==> config.mk <==
export PLATFORM = sky130hd
export DESIGN_NAME = lcd_capture
export DESIGN_NICKNAME = d
export VERILOG_FILES = /design/src/rtl/lcd_capture.sv
export SDC_FILE = /design/constraint.sdc
export NUM_CORES = 1
export LEC_CHECK = 0
export BUFFER_PORTS_ARGS = -buffer_cell sky130_fd_sc_hd__buf_2
export CAP_MARGIN = 20
export CORE_MARGIN = 8
export CORE_UTILIZATION = 55
export DETAILED_ROUTE_END_ITERATION = 8
export PLACE_DENSITY = 0.75
export SLEW_MARGIN = 10
export SYNTH_ARGS = -nofsm -noshare
export SYNTH_HDL_FRONTEND = slang
export SYNTH_SLANG_ARGS = --single-unit
==> constraint.sdc <==
create_clock -name clk -period 2.41 [get_ports clk]
set_clock_uncertainty 0.1 [all_clocks]
set_input_delay 0.482 -clock clk [delete_from_list [all_inputs] [get_ports clk]]
set_output_delay 0.482 -clock clk [all_outputs]
set_load 0.02 [all_outputs]
==> src/rtl/lcd_capture.sv <==
// rtl/lcd_capture.sv - passive HD44780 bus decoder keeping a 2x16 character shadow
module lcd_capture #(
  parameter logic [7:0] CLEAR_CHAR = 8'h20
) (
  input  logic       clk,
  input  logic       reset,
  input  logic       lcd_rs,
  input  logic       lcd_e,
  input  logic [7:0] lcd_d,
  input  logic [4:0] rd_addr,
  output logic [7:0] rd_data,
  output logic [6:0] cursor_addr,
  output logic       display_on,
  output logic       two_line,
  output logic       busy,
  output logic       update,
  output logic       overrun
);

  localparam logic [0:0] S_IDLE  = 1'b0;
  localparam logic [0:0] S_SWEEP = 1'b1;

  logic       e_q, rs_q;
  logic [7:0] d_q;
  logic [0:0] state_q, state_d;
  logic [4:0] idx_q, idx_d;
  logic       pend_v_q, pend_v_d, pend_rs_q, pend_rs_d;
  logic [7:0] pend_d_q, pend_d_d;
  logic [6:0] cursor_q, cursor_d;
  logic       inc_q, inc_d;
  logic       display_on_q, display_on_d;
  logic       two_line_q, two_line_d;
  logic       update_q, update_d;
  logic       overrun_q, overrun_d;
  logic [7:0] rd_data_q, rd_data_d;
  logic [7:0] mem_q [32];

  logic       strobe;
  logic       exec_v, exec_rs;
  logic [7:0] exec_d;
  logic       wr_en;
  logic [4:0] wr_idx;
  logic [7:0] wr_data;

  // DDRAM counter stepping: the two 40-byte lines are joined end to end.
  function automatic logic [6:0] next_addr(input logic [6:0] a, input logic up);
    if (up) begin
      if (a == 7'h27)      next_addr = 7'h40;
      else if (a == 7'h67) next_addr = 7'h00;
      else                 next_addr = a + 7'd1;
    end else begin
      if (a == 7'h00)      next_addr = 7'h67;
      else if (a == 7'h40) next_addr = 7'h27;
      else                 next_addr = a - 7'd1;
    end
  endfunction

  always_comb begin
    strobe       = e_q & ~lcd_e;
    state_d      = state_q;
    idx_d        = idx_q;
    pend_v_d     = pend_v_q;
    pend_rs_d    = pend_rs_q;
    pend_d_d     = pend_d_q;
    cursor_d     = cursor_q;
    inc_d        = inc_q;
    display_on_d = display_on_q;
    two_line_d   = two_line_q;
    update_d     = 1'b0;
    overrun_d    = overrun_q;
    rd_data_d    = mem_q[rd_addr];
    exec_v       = 1'b0;
    exec_rs      = rs_q;
    exec_d       = d_q;
    wr_en        = 1'b0;
    wr_idx       = idx_q;
    wr_data      = CLEAR_CHAR;

    if (state_q == S_SWEEP) begin
      wr_en = 1'b1;
      idx_d = idx_q + 5'd1;
      if (idx_q == 5'd31) begin
        state_d  = S_IDLE;
        update_d = 1'b1;
      end
      if (strobe) begin
        if (pend_v_q) begin
          overrun_d = 1'b1;
        end else begin
          pend_v_d  = 1'b1;
          pend_rs_d = rs_q;
          pend_d_d  = d_q;
        end
      end
    end else if (pend_v_q) begin
      // Pending entry runs first; a strobe landing now takes its place.
      exec_v    = 1'b1;
      exec_rs   = pend_rs_q;
      exec_d    = pend_d_q;
      pend_v_d  = strobe;
      pend_rs_d = rs_q;
      pend_d_d  = d_q;
    end else if (strobe) begin
      exec_v = 1'b1;
    end

    if (exec_v) begin
      if (exec_rs) begin
        if (cursor_q[5:4] == 2'b00) begin
          wr_en    = 1'b1;
          wr_idx   = {cursor_q[6], cursor_q[3:0]};
          wr_data  = exec_d;
          update_d = 1'b1;
        end
        cursor_d = next_addr(cursor_q, inc_q);
      end else begin
        casez (exec_d)
          8'b1???????: cursor_d = exec_d[6:0];
          8'b001?????: two_line_d = exec_d[3];
          8'b00001???: display_on_d = exec_d[2];
          8'b000001??: inc_d = exec_d[1];
          8'b0000001?: cursor_d = 7'h00;
          8'b00000001: begin
            cursor_d = 7'h00;
            inc_d    = 1'b1;
            state_d  = S_SWEEP;
            idx_d    = 5'd0;
          end
          default: ;
        endcase
      end
    end
  end

  always_ff @(posedge clk) begin
    if (reset) begin
      e_q          <= 1'b0;
      rs_q         <= 1'b0;
      d_q          <= 8'h00;
      state_q      <= S_SWEEP;
      idx_q        <= 5'd0;
      pend_v_q     <= 1'b0;
      pend_rs_q    <= 1'b0;
      pend_d_q     <= 8'h00;
      cursor_q     <= 7'h00;
      inc_q        <= 1'b1;
      display_on_q <= 1'b0;
      two_line_q   <= 1'b0;
      update_q     <= 1'b0;
      overrun_q    <= 1'b0;
      rd_data_q    <= CLEAR_CHAR;
    end else begin
      e_q          <= lcd_e;
      rs_q         <= lcd_rs;
      d_q          <= lcd_d;
      state_q      <= state_d;
      idx_q        <= idx_d;
      pend_v_q     <= pend_v_d;
      pend_rs_q    <= pend_rs_d;
      pend_d_q     <= pend_d_d;
      cursor_q     <= cursor_d;
      inc_q        <= inc_d;
      display_on_q <= display_on_d;
      two_line_q   <= two_line_d;
      update_q     <= update_d;
      overrun_q    <= overrun_d;
      rd_data_q    <= rd_data_d;
    end
  end

  // Shadow contents are initialised by the reset sweep rather than a reset.
  always_ff @(posedge clk) begin
    if (wr_en && !reset) mem_q[wr_idx] <= wr_data;
  end

  assign rd_data     = rd_data_q;
  assign cursor_addr = cursor_q;
  assign display_on  = display_on_q;
  assign two_line    = two_line_q;
  assign busy        = (state_q == S_SWEEP);
  assign update      = update_q;
  assign overrun     = overrun_q;

endmodule

Word-level counts from Yosys, hierarchy flattened

Memories as Yosys holds them, arrays and structs flattened. A register that Yosys moved wholly into a read port is not among the register bits.
Index checks and enable logic that the tools add are counted.

Register bits after elaboration: 38
Bits of input ports: 17
Memories: 1
RAM bits: 256

Equality and inequality tests: 10
Reductions and logical operators: 14
Mux-type cells: 50
Bitwise operators: 3
Add/sub/neg operators: 3

Memories:

| name  | depth | bits a word | rd ports | clocked after Yosys merged registers in | write ports | line | RTL |
|---|---|---|---|---|---|---|---|
| mem_q | 32    | 8           | 1        | 1                                       | 1           | 36   | `logic [7:0] mem_q [32];` |

Operators with widths:

| kind                | count |
|---|---|
| $mux 8              | 8 |
| $mux 7              | 6 |
| $mux 5              | 7 |
| $mux 1              | 27 |
| $eq 7x7->1 const B  | 2 |
| $pmux 7 s2          | 1 |
| $reduce_and 3->1    | 4 |
| $eq 8x1->1 const B  | 1 |
| $add 7x1->7 const B | 1 |
| $eq 7x1->1 const B  | 1 |
| $eq 7x6->1 const B  | 1 |
| $logic_not 7->1     | 1 |
| $sub 7x1->7 const B | 1 |
| $eq 6x1->1 const B  | 1 |
| $add 5x1->5 const B | 1 |
| $eq 5x1->1 const B  | 1 |
| $eq 5x5->1 const B  | 1 |
| $reduce_and 2->1    | 2 |
| $reduce_bool 2->1   | 2 |
| $eq 3x1->1 const B  | 1 |
| $reduce_bool 3->1   | 1 |
| $logic_not 2->1     | 1 |
| $ne 2x1->1 const B  | 1 |
| $not 1->1           | 2 |
| other kinds (5)     | 5 |

Depth between registers and ports, before layout

Depth in word-level cells: 9
Depth in mapped cells: 8
Mapped depth without buffers: 6

Worst setup path before layout

OpenSTA, ideal clock, no wires.

Path kind: register to register
From: register cursor_q[5], in the netlist cursor_addr[5]
To: memory mem_q[0][7] (data pin)
Slack: -0.228 ns
Buffers on the path: 2
Period minus slack after synthesis: 2.638 ns
Required time: 1.933 ns
Cell stages (with the launch flop): 6
Arrival: 2.161 ns
Library setup time: 0.377 ns
Cell sequence: dfxtp_1 -> clkbuf_1 -> nor2_1 -> o211ai_2 -> clkbuf_1 -> a21oi_1

Word-level cells in the longest chain between the ends: 4

RTL lines:

| what                   | line | RTL |
|---|---|---|
| start, declared        | 29   | `logic [6:0] cursor_q, cursor_d;` |
| start signal, assigned | 161  | `cursor_q <= cursor_d;` |
| $logic_not 2->1        | 109  | `if (cursor_q[5:4] == 2'b00) begin` |
| $mux 8                 | 109  |  |
| $mux 8                 | 108  | `if (exec_rs) begin` |
| $mux 8                 | 107  | `if (exec_v) begin` |
| named net wr_data[7]   | 43   | `logic [7:0] wr_data;` |
| end, declared          | 36   |  |

The timed path passes the listed nets, and every way through them passes these cells.

Final worst setup path

From: register pend_v_q
To: register cursor_q[0], in the netlist cursor_addr[0]

Word-level cells in the longest chain between the ends: 6
Elaborated cells between the ends (all ways): 13
Those cells by class: 2 x eq/ne; 8 x mux; 3 x reduce/logical

RTL lines:

| what                                                   | line | RTL |
|---|---|---|
| start, declared                                        | 27   | `logic pend_v_q, pend_v_d, pend_rs_q, pend_rs_d;` |
| start signal, assigned                                 | 158  | `pend_v_q <= pend_v_d;` |
| $mux 8                                                 | 95   | `end else if (pend_v_q) begin` |
| $mux 8                                                 | 79   | `if (state_q == S_SWEEP) begin` |
| $eq 8x1->1 / $eq 7x1->1 (equally long branches)        | 117  | `casez (exec_d)` |
| $reduce_or 2->1 (no line)                              | --   |  |
| $pmux 7 s2 / $reduce_bool 3->1 (equally long branches) | --   |  |
| $mux 7 / $reduce_and 2->1 (equally long branches)      | --   |  |

Several ways; a longest one is shown, not always the timed one.
A chain may end at the register's enable or synchronous reset.

==> qor.yml <==
status:
  status: "finished, final reports clean"
final_layout:
  layout.nets: 875
  design_area_sq_um: 14700
  syn_to_final_growth_pct: 17.1
  regArea_sq_um: 8610
  mostFrequentLayoutCells: "256 x edfxtp_1, 70 x buf_4, 64 x mux4_2"
  fillCellCount: 1488
  drive_gt1_frac: 0.301
  n_antenna_cell: 0
  final_cells: 1163
  mostFrequentLayoutCell: "edfxtp_1"
  multiInputGateArea_sq_um: 3730
yosys:
  synth_xor_area_frac: 0.00419
  synth_edf_count: 256
  yosysSeqAreaShare: 0.687
  yosys_register_bits: 302
  ys_types: 64
  yosysWarningCount: 0
  syn_inst: 749
  synthAdderAreaFrac: 0.00399
  synthFlopType: "edfxtp_1"
  syn-mean-instance-area_sq_um: 16.7
  netlist_area_sq_um: 12500
  synth-simple-area-share: 0.0627
  postSynthNetCount: 770
  synth_top_family_by_area: "multiplexers"
  synth_async_sr_flop_share: 0
  synthMuxAreaShare: 0.149
  synth-compound-area-share: 0.0735
worst_setup_path:
  r2r_start: "pend_v_q"
  setup.worst_path.start: "pend_v_q"
  crit_path_end_kind: "register"
  critPathKind: "reg2reg"
  required_ns: 2.79
  critical-path-max-stage-delay_ns: 0.52
  critPathSlowestCell: "or4b_4"
  cp-start-kind: "register"
  r2r_end: "cursor_addr[0]"
  r2r_setup_slack_ns: 0.10
  cp.arrival_ns: 2.69
  crit_fanout: 17
  reg2reg_depth: 6
  crit_chain: "buf_4, or4b_4, o31ai_4, a41oi_4, or2_1, a221oi_2"
sta:
  slew_headroom: 0.597
  maxSlewViolCount: 0
  setup_tns_ns: 0
  finalWorstSetupSlack_ns: 0.102
  period_needed_ns: 2.31
  timing.hold.ws_ns: 0.0292
  tightest_slew_ns: 0.597
  setup_viol: 0
  hold_viol_final: 0
  rsz0062_at_grt: "false"
  clock.fmax_mhz: 433
  finalCritPeriodShare: 0.958
cts:
  clk_latency_ns: 0.57
  cts-buffers-inserted: 30
  clk_pin_slew_ns: 0.06
  cts_buffer_depth: 3
  postCtsSetupBuffers: 0
  cts_tree: "done"
  cts_resized: 0
  cts_root_buffer: "clkbuf_16"
  postCtsHoldBufs: 0
  cts_sinks: 302
  ctsHtreeMaxLevel: 1
min_path:
  min_from: "lcd_rs"
  holdPathEnd: "rs_q"
  whs_path_depth: 2
  hold_path.class: "in2reg"
floorplan:
  core_area_sq_um: 22500
  die_area_sq_um: 27900
  fp.dieW_um: 167
  io_pins: 37
  rows: 55
  start_util: 0.557
  die_y_um: 167
place:
  post_dp_cell_area_sq_um: 13600
  dp_hpwl_mm: 18.2
  dp_cells: 1107
  port_buffers: 36
  gp_congestion: 0.955
  pre_cts_ws_ns: -0.206
run:
  cap_viol_max_count: 0
routing:
  drt_iter0_drc: 753
  postRouteAntennaNets: 0
  via_per_inst: 6.27
  vias: 7292
  wirelength_mm: 28.4
  wire_per_inst_um: 24.4
  drcViolationCount: 0
  dr.pass1.iters: 5
global_route:
  antenna_found_initial: 0
  grt_pass1_vias: 7560
  grt_max_degree: 38
  overflow: 0
  track_usage: 0.205
  grt_pass1_wl_mm: 44.3
power:
  ir_drop_uv: 574
  power_leakage_uw: 0.00465
  power_density_nw_per_um2: 739
==> layout make-up <==
| type | instances | share of cell area |
|---|---|---|
| Inverter | 14 | 0.00358 |
| Timing Repair Buffer | 116 | 0.0628 |
| Clock buffer | 32 | 0.0517 |
| Tap cell | 285 | 0.0243 |
| Multi-Input combinational cell | 390 | 0.254 |
| Sequential cell | 302 | 0.587 |
| Clock inverter | 24 | 0.0171 |
==> state kept, by name (all words and copies together) (netlist names) <==
name and cells:
e_q 1, pend_rs_q 1, cursor_addr 7, pend_v_q 1, idx_q 5, busy 1
inc_q 1, pend_d_q 8, rs_q 1, two_line 1, overrun 1, d_q 8
display_on 1, mem_q 256, update 1, rd_data 8
==> critical path: cells and delay by family (launching register included) <==
kind | cells | cell delay [ns]
buffers and inverters | 1 | 0.27
flip-flops | 1 | 0.36
AO/OA/AOI/OAI | 3 | 0.59
AND/OR/NAND/NOR | 2 | 0.90
==> layer usage <==
metal  up-vias  global-route usage  wire [um]
met1      3674               0.276      11700
li1       3224                   -          -
met3        55              0.0378       2210
met2       339               0.331      13600
met5         -                   0          0
met4         0              0.0725        840
==> stage by stage <==
stage / power, uW / util
detailed placement: 6270 / 0.607
global placement: 6250 / 0.607
finish: 10800 / 0.652
floorplan: 6100 / -
global route: 11200 / 0.652
CTS: 10900 / 0.651
==> how the worst max path moves through the flow <==
stage | end | cells past startpoint
after floorplan | mem_q[0][0] | 5
after global placement | mem_q[20][2] | 7
after detailed placement | mem_q[20][7] | 7
after CTS | mem_q[20][2] | 6
after global routing | mem_q[20][2] | 6
final | cursor_addr[0] | 6
==> power by group <==
| group | leakage, uW | switching, uW | internal, uW |
|---|---|---|---|
| Combinational | 0.00181 | 271 | 203 |
| Clock | 0.000483 | 1970 | 2720 |
| Sequential | 0.00236 | 39.3 | 5650 |
| Total | 0.00465 | 2280 | 8570 |
==> cell families (layout without fill, tap and decap cells) <==
logic type | count (synthesis) | count (layout)
multiplexers | 106 | 106
AND/OR/NAND/NOR | 160 | 160
XOR/XNOR | 6 | 6
buffers and inverters | 57 | 186
adder cells (fa/ha/maj) | 4 | 4
flip-flops | 302 | 302
AO/OA/AOI/OAI | 114 | 114
==> synthesized netlist by cell type (3+ instances only) <==
master,instances,share of area
edfxtp_1,256,0.61
nor2_1,71,0.021
mux4_2,64,0.11
dfxtp_1,46,0.073
mux2i_1,41,0.033
nand2_1,25,0.0075
clkbuf_1,24,0.0072
a31oi_1,19,0.0095
nor2b_1,19,0.0095
a22oi_1,16,0.0096
inv_1,14,0.0042
buf_2,9,0.0036
nor3_1,9,0.0036
a21oi_1,8,0.0032
and3_1,8,0.0040
o21ai_0,8,0.0032
o22ai_1,8,0.0040
a211o_1,7,0.0049
nand3_1,6,0.0024
o211ai_1,5,0.0030
o21ai_1,5,0.0020
buf_1,4,0.0012
buf_4,4,0.0024
ha_1,4,0.0040
xnor2_1,4,0.0028
a221oi_2,3,0.0036
a32oi_1,3,0.0021
a41oi_1,3,0.0021
nand4_1,3,0.0015
nor4_1,3,0.0015
o31a_1,3,0.0021
or4b_4,3,0.0033
No activity file was read; power rests on OpenSTA's default activity.
